File: src/rtl/axi_mst_rd_cmd.sv
// Command-driven AXI read master.
// Accepts read commands on a valid/ready port, rejects illegal ones with a
// tagged one-cycle cmd_err pulse, and issues AR for legal commands in
// acceptance order. Up to OST_DEPTH transactions can be outstanding, and each
// uses its slot index as ARID. R beats pass straight through to the user port.
// Each beat is tagged with its command's tag and beat index, and the last beat
// carries a merged error flag.
// Ports:
//   clk, rst                     clock, async active-high reset
//   cmd_*                        command input (valid/ready), cmd_err/_tag drop report
//   axi_mst_ar*                  AXI read-address channel
//   axi_mst_r*                   AXI read-data channel
//   rd_*                         user read-data stream (valid/ready)
//   ost_cnt                      slots in use (issued or awaiting data)
//   prot_err                     sticky R-channel protocol-violation flag
module axi_mst_rd_cmd #(
  parameter int unsigned OST_DEPTH  = 8,
  parameter int unsigned ADDR_WIDTH = 32,
  parameter int unsigned DATA_WIDTH = 32,
  parameter int unsigned ID_WIDTH   = 4,
  parameter int unsigned TAG_WIDTH  = 8
) (
  input  logic                               clk,
  input  logic                               rst,
  input  logic                               cmd_valid,
  output logic                               cmd_ready,
  input  logic [ADDR_WIDTH-1:0]              cmd_addr,
  input  logic [7:0]                         cmd_len,
  input  logic [2:0]                         cmd_size,
  input  logic [1:0]                         cmd_burst,
  input  logic [TAG_WIDTH-1:0]               cmd_tag,
  output logic                               cmd_err,
  output logic [TAG_WIDTH-1:0]               cmd_err_tag,
  output logic [ID_WIDTH-1:0]                axi_mst_arid,
  output logic [ADDR_WIDTH-1:0]              axi_mst_araddr,
  output logic [7:0]                         axi_mst_arlen,
  output logic [2:0]                         axi_mst_arsize,
  output logic [1:0]                         axi_mst_arburst,
  output logic                               axi_mst_arvalid,
  input  logic                               axi_mst_arready,
  input  logic [ID_WIDTH-1:0]                axi_mst_rid,
  input  logic [DATA_WIDTH-1:0]              axi_mst_rdata,
  input  logic [1:0]                         axi_mst_rresp,
  input  logic                               axi_mst_rlast,
  input  logic                               axi_mst_rvalid,
  output logic                               axi_mst_rready,
  output logic                               rd_valid,
  input  logic                               rd_ready,
  output logic [TAG_WIDTH-1:0]               rd_tag,
  output logic [DATA_WIDTH-1:0]              rd_data,
  output logic [7:0]                         rd_beat,
  output logic                               rd_last,
  output logic                               rd_err,
  output logic [$clog2(OST_DEPTH):0]         ost_cnt,
  output logic                               prot_err
);
  localparam int unsigned SLOT_W   = $clog2(OST_DEPTH);
  localparam int unsigned MAX_SIZE = $clog2(DATA_WIDTH / 8);

  typedef enum logic [1:0] {S_FREE, S_ISSUE, S_DATA} slot_state_t;

  slot_state_t            state_q [OST_DEPTH];
  slot_state_t            state_d [OST_DEPTH];
  logic [TAG_WIDTH-1:0]   tag_q   [OST_DEPTH];
  logic [ADDR_WIDTH-1:0]  addr_q  [OST_DEPTH];
  logic [7:0]             len_q   [OST_DEPTH];
  logic [2:0]             size_q  [OST_DEPTH];
  logic [1:0]             burst_q [OST_DEPTH];
  logic [7:0]             cnt_q   [OST_DEPTH];
  logic [1:0]             wresp_q [OST_DEPTH];

  logic [SLOT_W-1:0]      fifo_q  [OST_DEPTH];
  logic [SLOT_W-1:0]      wr_ptr, rd_ptr;
  logic [SLOT_W:0]        fifo_cnt;
  logic [SLOT_W-1:0]      ar_slot_q;

  logic                   any_free, legal, accept, alloc, drop;
  logic [SLOT_W-1:0]      free_idx;
  logic [15:0]            incr_end;
  logic [6:0]             low_mask;
  logic [SLOT_W-1:0]      rslot;
  logic                   tracked, r_hs, ar_hs, free_ev, viol;
  logic                   ar_load, pop, bypass, push;
  logic [1:0]             worst;

  // State register
  always_ff @(posedge clk or posedge rst) begin
    if (rst) begin
      for (int unsigned i = 0; i < OST_DEPTH; i++) state_q[i] <= S_FREE;
    end else begin
      for (int unsigned i = 0; i < OST_DEPTH; i++) state_q[i] <= state_d[i];
    end
  end

  // Next-state logic
  always_comb begin
    for (int unsigned i = 0; i < OST_DEPTH; i++) begin
      state_d[i] = state_q[i];
      if (alloc && free_idx == SLOT_W'(i))                  state_d[i] = S_ISSUE;
      if (ar_hs && ar_slot_q == SLOT_W'(i))                 state_d[i] = S_DATA;
      if (free_ev && rslot == SLOT_W'(i))                   state_d[i] = S_FREE;
    end
  end

  // Output / decode logic
  always_comb begin
    any_free = 1'b0;
    free_idx = '0;
    for (int unsigned i = 0; i < OST_DEPTH; i++) begin
      if (!any_free && state_q[i] == S_FREE) begin
        any_free = 1'b1;
        free_idx = SLOT_W'(i);
      end
    end
    cmd_ready = any_free & ~rst;
    accept    = cmd_valid & cmd_ready;

    // 16-bit sum so an oversized beat count cannot wrap below the 4 KB limit
    incr_end = 16'(cmd_addr[11:0]) + (16'({1'b0, cmd_len} + 9'd1) << cmd_size);
    low_mask = 7'((8'd1 << cmd_size) - 8'd1);
    legal    = 1'b1;
    case (cmd_burst)
      2'b00:   if (cmd_len > 8'd15) legal = 1'b0;
      2'b01:   if (incr_end > 16'd4096) legal = 1'b0;
      2'b10:   if (!(cmd_len inside {8'd1, 8'd3, 8'd7, 8'd15}) ||
                   (|(cmd_addr[6:0] & low_mask))) legal = 1'b0;
      default: legal = 1'b0;
    endcase
    if (cmd_size > 3'(MAX_SIZE)) legal = 1'b0;
    alloc = accept & legal;
    drop  = accept & ~legal;

    // ARIDs above the slot range can never belong to a live slot
    rslot   = axi_mst_rid[SLOT_W-1:0];
    tracked = ((axi_mst_rid >> SLOT_W) == '0) && (state_q[rslot] == S_DATA);
    r_hs    = axi_mst_rvalid & rd_ready;
    worst   = (axi_mst_rresp > wresp_q[rslot]) ? axi_mst_rresp : wresp_q[rslot];
    free_ev = r_hs & tracked & axi_mst_rlast;
    viol    = r_hs & (~tracked |
                      (axi_mst_rlast  & (cnt_q[rslot] != len_q[rslot])) |
                      (~axi_mst_rlast & (cnt_q[rslot] == len_q[rslot])));

    axi_mst_rready = rd_ready;
    rd_valid       = axi_mst_rvalid;
    rd_data        = axi_mst_rdata;
    rd_last        = axi_mst_rlast;
    rd_tag         = tracked ? tag_q[rslot] : '0;
    rd_beat        = tracked ? cnt_q[rslot] : '0;
    rd_err         = axi_mst_rvalid & axi_mst_rlast &
                     (~tracked | (worst >= 2'd2) | (cnt_q[rslot] != len_q[rslot]));

    ar_hs   = axi_mst_arvalid & axi_mst_arready;
    ar_load = ~axi_mst_arvalid | axi_mst_arready;
    pop     = ar_load & (fifo_cnt != '0);
    // An empty issue queue lets a fresh command go straight to the AR register
    bypass  = ar_load & (fifo_cnt == '0) & alloc;
    push    = alloc & ~bypass;
  end

  assign axi_mst_arid = ID_WIDTH'(ar_slot_q);

  // Slot payload, beat counters and merged response
  always_ff @(posedge clk or posedge rst) begin
    if (rst) begin
      for (int unsigned i = 0; i < OST_DEPTH; i++) begin
        tag_q[i]   <= '0;
        addr_q[i]  <= '0;
        len_q[i]   <= '0;
        size_q[i]  <= '0;
        burst_q[i] <= '0;
        cnt_q[i]   <= '0;
        wresp_q[i] <= '0;
      end
    end else begin
      if (alloc) begin
        tag_q[free_idx]   <= cmd_tag;
        addr_q[free_idx]  <= cmd_addr;
        len_q[free_idx]   <= cmd_len;
        size_q[free_idx]  <= cmd_size;
        burst_q[free_idx] <= cmd_burst;
      end
      if (ar_hs) begin
        cnt_q[ar_slot_q]   <= '0;
        wresp_q[ar_slot_q] <= '0;
      end
      if (r_hs && tracked) begin
        wresp_q[rslot] <= worst;
        if (cnt_q[rslot] != len_q[rslot]) cnt_q[rslot] <= cnt_q[rslot] + 8'd1;
      end
    end
  end

  // Issue queue and registered AR channel
  always_ff @(posedge clk or posedge rst) begin
    if (rst) begin
      for (int unsigned i = 0; i < OST_DEPTH; i++) fifo_q[i] <= '0;
      wr_ptr          <= '0;
      rd_ptr          <= '0;
      fifo_cnt        <= '0;
      ar_slot_q       <= '0;
      axi_mst_araddr  <= '0;
      axi_mst_arlen   <= '0;
      axi_mst_arsize  <= '0;
      axi_mst_arburst <= '0;
      axi_mst_arvalid <= 1'b0;
    end else begin
      if (push) begin
        fifo_q[wr_ptr] <= free_idx;
        wr_ptr         <= wr_ptr + 1'b1;
      end
      if (pop) rd_ptr <= rd_ptr + 1'b1;
      fifo_cnt <= fifo_cnt + (SLOT_W+1)'(push) - (SLOT_W+1)'(pop);
      if (ar_load) begin
        if (pop) begin
          axi_mst_arvalid <= 1'b1;
          ar_slot_q       <= fifo_q[rd_ptr];
          axi_mst_araddr  <= addr_q[fifo_q[rd_ptr]];
          axi_mst_arlen   <= len_q[fifo_q[rd_ptr]];
          axi_mst_arsize  <= size_q[fifo_q[rd_ptr]];
          axi_mst_arburst <= burst_q[fifo_q[rd_ptr]];
        end else if (bypass) begin
          axi_mst_arvalid <= 1'b1;
          ar_slot_q       <= free_idx;
          axi_mst_araddr  <= cmd_addr;
          axi_mst_arlen   <= cmd_len;
          axi_mst_arsize  <= cmd_size;
          axi_mst_arburst <= cmd_burst;
        end else begin
          axi_mst_arvalid <= 1'b0;
        end
      end
    end
  end

  // Occupancy and status flags
  always_ff @(posedge clk or posedge rst) begin
    if (rst) begin
      ost_cnt     <= '0;
      cmd_err     <= 1'b0;
      cmd_err_tag <= '0;
      prot_err    <= 1'b0;
    end else begin
      ost_cnt     <= ost_cnt + (SLOT_W+1)'(alloc) - (SLOT_W+1)'(free_ev);
      cmd_err     <= drop;
      cmd_err_tag <= drop ? cmd_tag : '0;
      prot_err    <= prot_err | viol;
    end
  end
endmodule
File: config.mk
export PLATFORM = sky130hd
export DESIGN_NAME = axi_mst_rd_cmd
export DESIGN_NICKNAME = d
export VERILOG_FILES = /design/src/rtl/axi_mst_rd_cmd.sv
export SDC_FILE = /design/constraint.sdc
export NUM_CORES = 2
export LEC_CHECK = 0
export BUFFER_PORTS_ARGS = -buffer_cell sky130_fd_sc_hd__buf_2
export CORE_MARGIN = 1
export CORE_UTILIZATION = 30
export DETAILED_ROUTE_END_ITERATION = 10
export GPL_TIMING_DRIVEN = 0
export PLACE_DENSITY = 0.53
export SKIP_LAST_GASP = 1
export SLEW_MARGIN = 25
export SYNTH_ARGS = -nofsm -noshare
export SYNTH_HDL_FRONTEND = slang
export SYNTH_SLANG_ARGS = --single-unit
File: constraint.sdc
create_clock -name clk -period 35.9 [get_ports clk]
set_clock_uncertainty 0.15 [all_clocks]
set_input_delay 7.18 -clock clk [delete_from_list [all_inputs] [get_ports clk]]
set_output_delay 7.18 -clock clk [all_outputs]
set_load 0.02 [all_outputs]
# Word level (Yosys, flattened, before mapping)
# Index checks and enable logic that the tools add are counted.
# op_classes
bitwise	40
shift	2
n_div	0
eq_ne	30
mul	0
reduce_logical	73
n_mux	121
order_cmp	15
addsub	10
# op_table
cell	n
256-bit bitwise mux	1
64-bit bitwise mux	3
64-bit two-way mux	3
32-bit two-way mux	5
8-bit two-way mux	16
32-bit binary-select mux with 3-bit select	1
8-bit binary-select mux with 3-bit select	4
32-bit demux with 3-bit select	1
8-bit demux with 3-bit select	3
2-bit two-way mux	36
64-bit bitwise AND	1
64-bit NOT	1
24-bit bitwise mux	2
3-bit two-way mux	16
1-bit logical AND	37
3-bit equality test (second input constant)	12
16-bit bitwise mux	2
16-bit two-way mux	2
4-bit >= comparator (second input constant)	6
3-bit NOT with 4-bit output	6
3-bit nonzero test	8
2-bit binary-select mux with 3-bit select	3
3-bit binary-select mux with 3-bit select	2
2-bit demux with 3-bit select	3
other kinds (43)	117
# word_totals
input_bits	98
n_memories	0
mem_bits_rw	0
word_cells	376
out_inout_bits	117
rom_bits	0
register_bits	617
latch_bits	0

# Logic depth before layout (Yosys ltp)
# logic_depth
ltp_word	31
depth_mapped	28
mapped_depth_nobuf	23

# Worst setup path before layout
# OpenSTA, ideal clock, no wires.
# synth_timing
path_kind	input -> output
start	input port axi_mst_rid[1]
end	output port rd_err
slack_ns	18.420
stages	11
arrival_time_ns	10.150
n_path_buf	6
t_required_ns	28.570
path_cell_list	clkbuf_1 > buf_1 > buf_1 > clkbuf_1 > buf_1 > mux4_2 > mux2i_1 > ha_1 > buf_1 > inv_1 > o311a_1
# synth_between
elab_chain_cells	10
word_cells_on_any_way	23
classes_between	order compare (2); eq/ne (2); mux (13); bitwise (5); reduce/logical (1)
# synth_lines
item	line	text
start: declaration	41	input logic [ID_WIDTH-1:0] axi_mst_rid,
3-bit NOT with 4-bit output (not written as such) *	135, 137, 150	
2-bit binary-select mux with 3-bit select, on equally long branches	137, 135	
2-bit two-way mux, on equally long branches (2 in series)	137, 135	
2-bit > comparator / 2-bit equality test (equally long branches)	137, 135	
2-bit two-way mux / 1-bit logical AND (equally long branches)	137, 135	
2-bit >= comparator / 1-bit NOT (equally long branches)	150	(~tracked | (worst >= 2'd2) | (cnt_q[rslot] != len_q[rslot]));
1-bit bitwise OR	150	
1-bit bitwise OR *	150	
1-bit bitwise AND *	149	rd_err = axi_mst_rvalid & axi_mst_rlast &
end: declaration	53	output logic rd_err,
# Mark *: on every way between the ends. The rest lies on a longest branch, timed or not. The select of a mux whose other input is x is not followed.

# Worst setup path after layout
# Same ends and word-level chain as after synthesis.

==> metrics.txt <==
# TYPE chip_impl_metric gauge
chip_impl_info{name="status",value="complete, no violations"} 1
chip_impl_info{name="cts_tree",value="built"} 1
chip_impl_metric{name="design.core.area",unit="µm²"} 100000
chip_impl_metric{name="post_route_cells_drive_above_1_share",unit="%"} 29.9
chip_impl_metric{name="timing.critical_path.required",unit="ps"} 28570
chip_impl_info{name="synthDominantAreaCellType",value="sky130_fd_sc_hd__dfrtp_1"} 1
chip_impl_metric{name="postCtsSetupBuffers",unit=""} 0
chip_impl_metric{name="critical_path_peak_fanout",unit=""} 10
chip_impl_metric{name="synth.net_count",unit=""} 2834
chip_impl_metric{name="power_leakage",unit="nW"} 16.5
chip_impl_metric{name="cts_inserted_buffers",unit=""} 71
chip_impl_metric{name="syn_to_final_growth",unit="%"} 17.4
chip_impl_metric{name="grt_first_pass_wirelength",unit="µm"} 147000
chip_impl_metric{name="postSynthCellCount",unit=""} 2704
chip_impl_metric{name="drt_drc_violations_left",unit=""} 0
chip_impl_metric{name="htree_levels",unit=""} 3
chip_impl_metric{name="post_drt_via_cell_ratio",unit=""} 5.18
chip_impl_metric{name="portBuffers",unit=""} 174
chip_impl_metric{name="design.portCount",unit=""} 215
chip_impl_metric{name="clk_latency",unit="ps"} 640
chip_impl_metric{name="clock_buffer_depth",unit=""} 3
chip_impl_metric{name="avgRoutedWirePerCell",unit="µm"} 22.0
chip_impl_info{name="worstSetupPathType",value="in2out"} 1
chip_impl_metric{name="avgSynthCellArea",unit="µm²"} 11.2
chip_impl_metric{name="grt_start_max_net_pins",unit=""} 96
chip_impl_info{name="globalRoute.busiestLayer",value="met2"} 1
chip_impl_metric{name="filler_cell_count",unit=""} 10100
chip_impl_metric{name="timing.final.setup_violations",unit=""} 0
chip_impl_metric{name="fp.dieArea",unit="µm²"} 103000
chip_impl_metric{name="cp_data_arrival_time",unit="ps"} 11860
chip_impl_metric{name="sink_count",unit=""} 609
chip_impl_metric{name="detail-route-antenna-nets",unit=""} 0
chip_impl_metric{name="clk_pin_slew",unit="ps"} 60
chip_impl_metric{name="final_core_util",unit="%"} 35.6
chip_impl_metric{name="setup-tns-final",unit="ps"} 0
chip_impl_info{name="post_synth_main_area_contributors",value="sky130_fd_sc_hd__dfrtp_1 50%, sky130_fd_sc_hd__mux2_2 16%, sky130_fd_sc_hd__nand2_1 5.9%, sky130_fd_sc_hd__mux4_2 4.2%, sky130_fd_sc_hd__nand3_1 2.3%"} 1
chip_impl_metric{name="ys.warnings.count",unit=""} 0
chip_impl_metric{name="postCtsHoldBufs",unit=""} 0
chip_impl_metric{name="finalHoldViolations",unit=""} 0
chip_impl_metric{name="max-slew-margin-rel",unit="%"} 29.5
chip_impl_metric{name="synth_top_cell_area_share",unit="%"} 50.2
chip_impl_metric{name="synth_edf_count",unit=""} 0
chip_impl_metric{name="drt-total-wl",unit="µm"} 96400
chip_impl_info{name="critPathCaptureType",value="output pin"} 1
chip_impl_metric{name="global_route.usage.total",unit="%"} 18.8
chip_impl_metric{name="achievable-frequency",unit="MHz"} 52.1
chip_impl_info{name="start_kind",value="primary input"} 1
chip_impl_info{name="postSynth.topFlopCell",value="sky130_fd_sc_hd__dfrtp_1"} 1
chip_impl_metric{name="std_cell_rows",unit=""} 116
chip_impl_metric{name="ir_drop_worst_case_vdd",unit="V"} 0.0000389
chip_impl_metric{name="final_period_demand_of_the_worst_path",unit="ps"} 19190
chip_impl_metric{name="die-width",unit="µm"} 320
chip_impl_metric{name="transition_at_the_pin_with_the_smallest_max_transition_slack",unit="ps"} 1030
chip_impl_metric{name="placer_congestion",unit=""} 0.817
chip_impl_metric{name="gr-usage-met2",unit="%"} 30.3
chip_impl_info{name="timing.hold.worst.class",value="reg2reg"} 1
chip_impl_metric{name="synth.ff_latch_count",unit=""} 609
chip_impl_metric{name="first_iter_violations",unit=""} 1709
chip_impl_metric{name="first_global_vias",unit=""} 22900
chip_impl_metric{name="detail_route.first_pass.iterations",unit=""} 5
chip_impl_metric{name="nets",unit=""} 3090
chip_impl_metric{name="async_reset_ff_share",unit="%"} 100
chip_impl_metric{name="finalMaxSlewViolations",unit=""} 0
chip_impl_metric{name="number_of_gates_resized_after_cts",unit=""} 0
chip_impl_metric{name="grtUsageMet1",unit="%"} 25.3
chip_impl_metric{name="hpwlAfterDp",unit="µm"} 65700
chip_impl_metric{name="gr-usage-met3",unit="%"} 3.60
chip_impl_metric{name="grt-ovfl-total",unit=""} 0
chip_impl_metric{name="die_h",unit="µm"} 320
chip_impl_metric{name="antenna_found_initial",unit=""} 6
chip_impl_metric{name="detailroute.via_count",unit=""} 22700
chip_impl_metric{name="maxCapViolations",unit=""} 0
chip_impl_info{name="clockRootBuffer",value="sky130_fd_sc_hd__clkbuf_16"} 1
chip_impl_info{name="rsz0062_at_grt",value="no"} 1
chip_impl_metric{name="final_min_period_over_clock_period",unit="%"} 53.5
chip_impl_metric{name="post_synth_instance_area",unit="µm²"} 30400
chip_impl_metric{name="synth-seq-area-share",unit="%"} 50.2
chip_impl_metric{name="synth.distinct_cells",unit=""} 68
chip_impl_metric{name="antenna_cells_inserted",unit=""} 0
chip_impl_metric{name="cellPowerDensity",unit="nW/µm²"} 60.5
chip_impl_metric{name="initial_core_util",unit="%"} 30.3
[cell families after synthesis]
| group | Yosys count | share of synthesized area, % |
|---|---|---|
| buf+inv | 293 | 4.37 |
| flops | 609 | 50.2 |
| xor+xnor | 31 | 0.894 |
| fa+ha+maj | 32 | 1.39 |
| mux | 565 | 22.8 |
| compound gates | 340 | 8.44 |
| simple gates | 833 | 12.0 |
| other cells | 1 | 0.0123 |
[worst paths after layout]
path / startpoint / endpoint / slack, ps / cells past startpoint
setup / recovery: axi_mst_rid[1] / rd_err / 16710 / 13
hold / removal: prot_err / prot_err / 320 / 1
setup reg to reg: state_q[14] / ar_slot_q[1] / 30930 / 9
hold reg to reg: prot_err / prot_err / 320 / 1
max in group asynchronous: rst / addr_q[37] / 27420 / 5
min in group asynchronous: rst / cnt_q[53] / 6540 / 2
[state kept, by name, indices dropped and copies added, names as in the netlist]
name,cells
addr_q,256
ar_slot_q,3
axi_mst_araddr,32
axi_mst_arburst,2
axi_mst_arlen,8
axi_mst_arsize,3
axi_mst_arvalid,1
burst_q,16
cmd_err,1
cmd_err_tag,8
cnt_q,64
fifo_cnt,4
fifo_q,24
len_q,64
ost_cnt,4
prot_err,1
rd_ptr,3
size_q,24
state_q,16
tag_q,64
wr_ptr,3
wresp_q,8
[through the flow]
step	setup WS, ps	instance area (µm²)	total power [W]	hold WS [ps]	cells
after global placement	3220	33000	0.00140	306	4235
after detailed placement	16710	33200	0.00141	309	4244
after global routing	16480	35700	0.00226	347	4372
after floorplan	11520	30400	0.00121	308	2704
after CTS	16720	35700	0.00218	324	4372
final	16710	35700	0.00216	320	4372
[Yosys cell counts (4+ instances only)]
cell type,count
sky130_fd_sc_hd__a2111oi_4,4
sky130_fd_sc_hd__a211oi_1,16
sky130_fd_sc_hd__a211oi_2,6
sky130_fd_sc_hd__a21o_1,8
sky130_fd_sc_hd__a21oi_1,59
sky130_fd_sc_hd__a221o_1,45
sky130_fd_sc_hd__a311oi_1,46
sky130_fd_sc_hd__a31oi_1,54
sky130_fd_sc_hd__and3_1,48
sky130_fd_sc_hd__buf_1,26
sky130_fd_sc_hd__buf_2,41
sky130_fd_sc_hd__buf_4,37
sky130_fd_sc_hd__buf_6,5
sky130_fd_sc_hd__clkbuf_1,134
sky130_fd_sc_hd__dfrtp_1,609
sky130_fd_sc_hd__ha_1,29
sky130_fd_sc_hd__inv_1,49
sky130_fd_sc_hd__mux2_1,7
sky130_fd_sc_hd__mux2_2,437
sky130_fd_sc_hd__mux2i_1,64
sky130_fd_sc_hd__mux4_2,57
sky130_fd_sc_hd__nand2_1,479
sky130_fd_sc_hd__nand2b_1,7
sky130_fd_sc_hd__nand3_1,138
sky130_fd_sc_hd__nand4_1,9
sky130_fd_sc_hd__nand4b_1,7
sky130_fd_sc_hd__nor2_1,93
sky130_fd_sc_hd__nor2b_1,12
sky130_fd_sc_hd__nor3_1,17
sky130_fd_sc_hd__nor3b_1,6
sky130_fd_sc_hd__nor4_1,5
sky130_fd_sc_hd__o211a_1,11
sky130_fd_sc_hd__o211ai_1,5
sky130_fd_sc_hd__o21a_1,5
sky130_fd_sc_hd__o21ai_0,48
sky130_fd_sc_hd__or2_2,4
sky130_fd_sc_hd__or3_1,4
sky130_fd_sc_hd__xnor2_1,11
sky130_fd_sc_hd__xor2_1,20
[power by group]
part	leakage [nW]	internal [W]	switching (W)
sequential	8.36	0.000798	0.0000740
combinational	6.93	0.000203	0.000319
clock	1.22	0.000458	0.000307
total	16.5	0.00146	0.000700
[final cells by class]
type | instances | area [µm²] | area share, %
Sequential cell | 609 | 15200 | 42.7
Buffer | 243 | 1140 | 3.20
Clock inverter | 27 | 379 | 1.06
Clock buffer | 101 | 2080 | 5.84
Inverter | 50 | 195 | 0.547
Timing Repair Buffer | 183 | 1080 | 3.03
Multi-Input combinational cell | 1802 | 13900 | 38.8
Tap cell | 1357 | 1700 | 4.76
[routing by layer]
layer / part of all wire, % / wire length (µm)
met4: 3.0 / 2900
met5: 0.028 / 27
met3: 5.7 / 5490
met1: 45 / 43100
met2: 47 / 44800
[critical path: stages]
cell and delay (ps):
sky130_fd_sc_hd__buf_2 160, sky130_fd_sc_hd__clkbuf_1 410, sky130_fd_sc_hd__buf_1 620, sky130_fd_sc_hd__buf_1 500
sky130_fd_sc_hd__clkbuf_1 680, sky130_fd_sc_hd__buf_1 650, sky130_fd_sc_hd__mux4_2 420, sky130_fd_sc_hd__mux2i_1 150
sky130_fd_sc_hd__ha_1 160, sky130_fd_sc_hd__buf_1 340, sky130_fd_sc_hd__inv_1 80, sky130_fd_sc_hd__o311a_1 340
sky130_fd_sc_hd__buf_2 170
[placed cells by master, fill, tap and decap left out, types with 12 or more instances in the layout]
master	instances
sky130_fd_sc_hd__dfrtp_1	609
sky130_fd_sc_hd__nand2_1	479
sky130_fd_sc_hd__mux2_2	437
sky130_fd_sc_hd__buf_2	216
sky130_fd_sc_hd__clkbuf_1	147
sky130_fd_sc_hd__nand3_1	138
sky130_fd_sc_hd__nor2_1	93
sky130_fd_sc_hd__clkbuf_16	73
sky130_fd_sc_hd__mux2i_1	62
sky130_fd_sc_hd__a21oi_1	59
sky130_fd_sc_hd__mux4_2	57
sky130_fd_sc_hd__a31oi_1	54
sky130_fd_sc_hd__o21ai_0	48
sky130_fd_sc_hd__inv_1	48
sky130_fd_sc_hd__and3_1	48
sky130_fd_sc_hd__a311oi_1	46
sky130_fd_sc_hd__a221o_1	45
sky130_fd_sc_hd__buf_4	38
sky130_fd_sc_hd__ha_1	29
sky130_fd_sc_hd__buf_1	24
sky130_fd_sc_hd__xor2_1	20
sky130_fd_sc_hd__nor3_1	17
sky130_fd_sc_hd__a211oi_1	16
sky130_fd_sc_hd__clkbuf_8	15
sky130_fd_sc_hd__clkinv_2	13
sky130_fd_sc_hd__nor2b_1	12
Note: power is estimated with default switching activity, not from simulation.
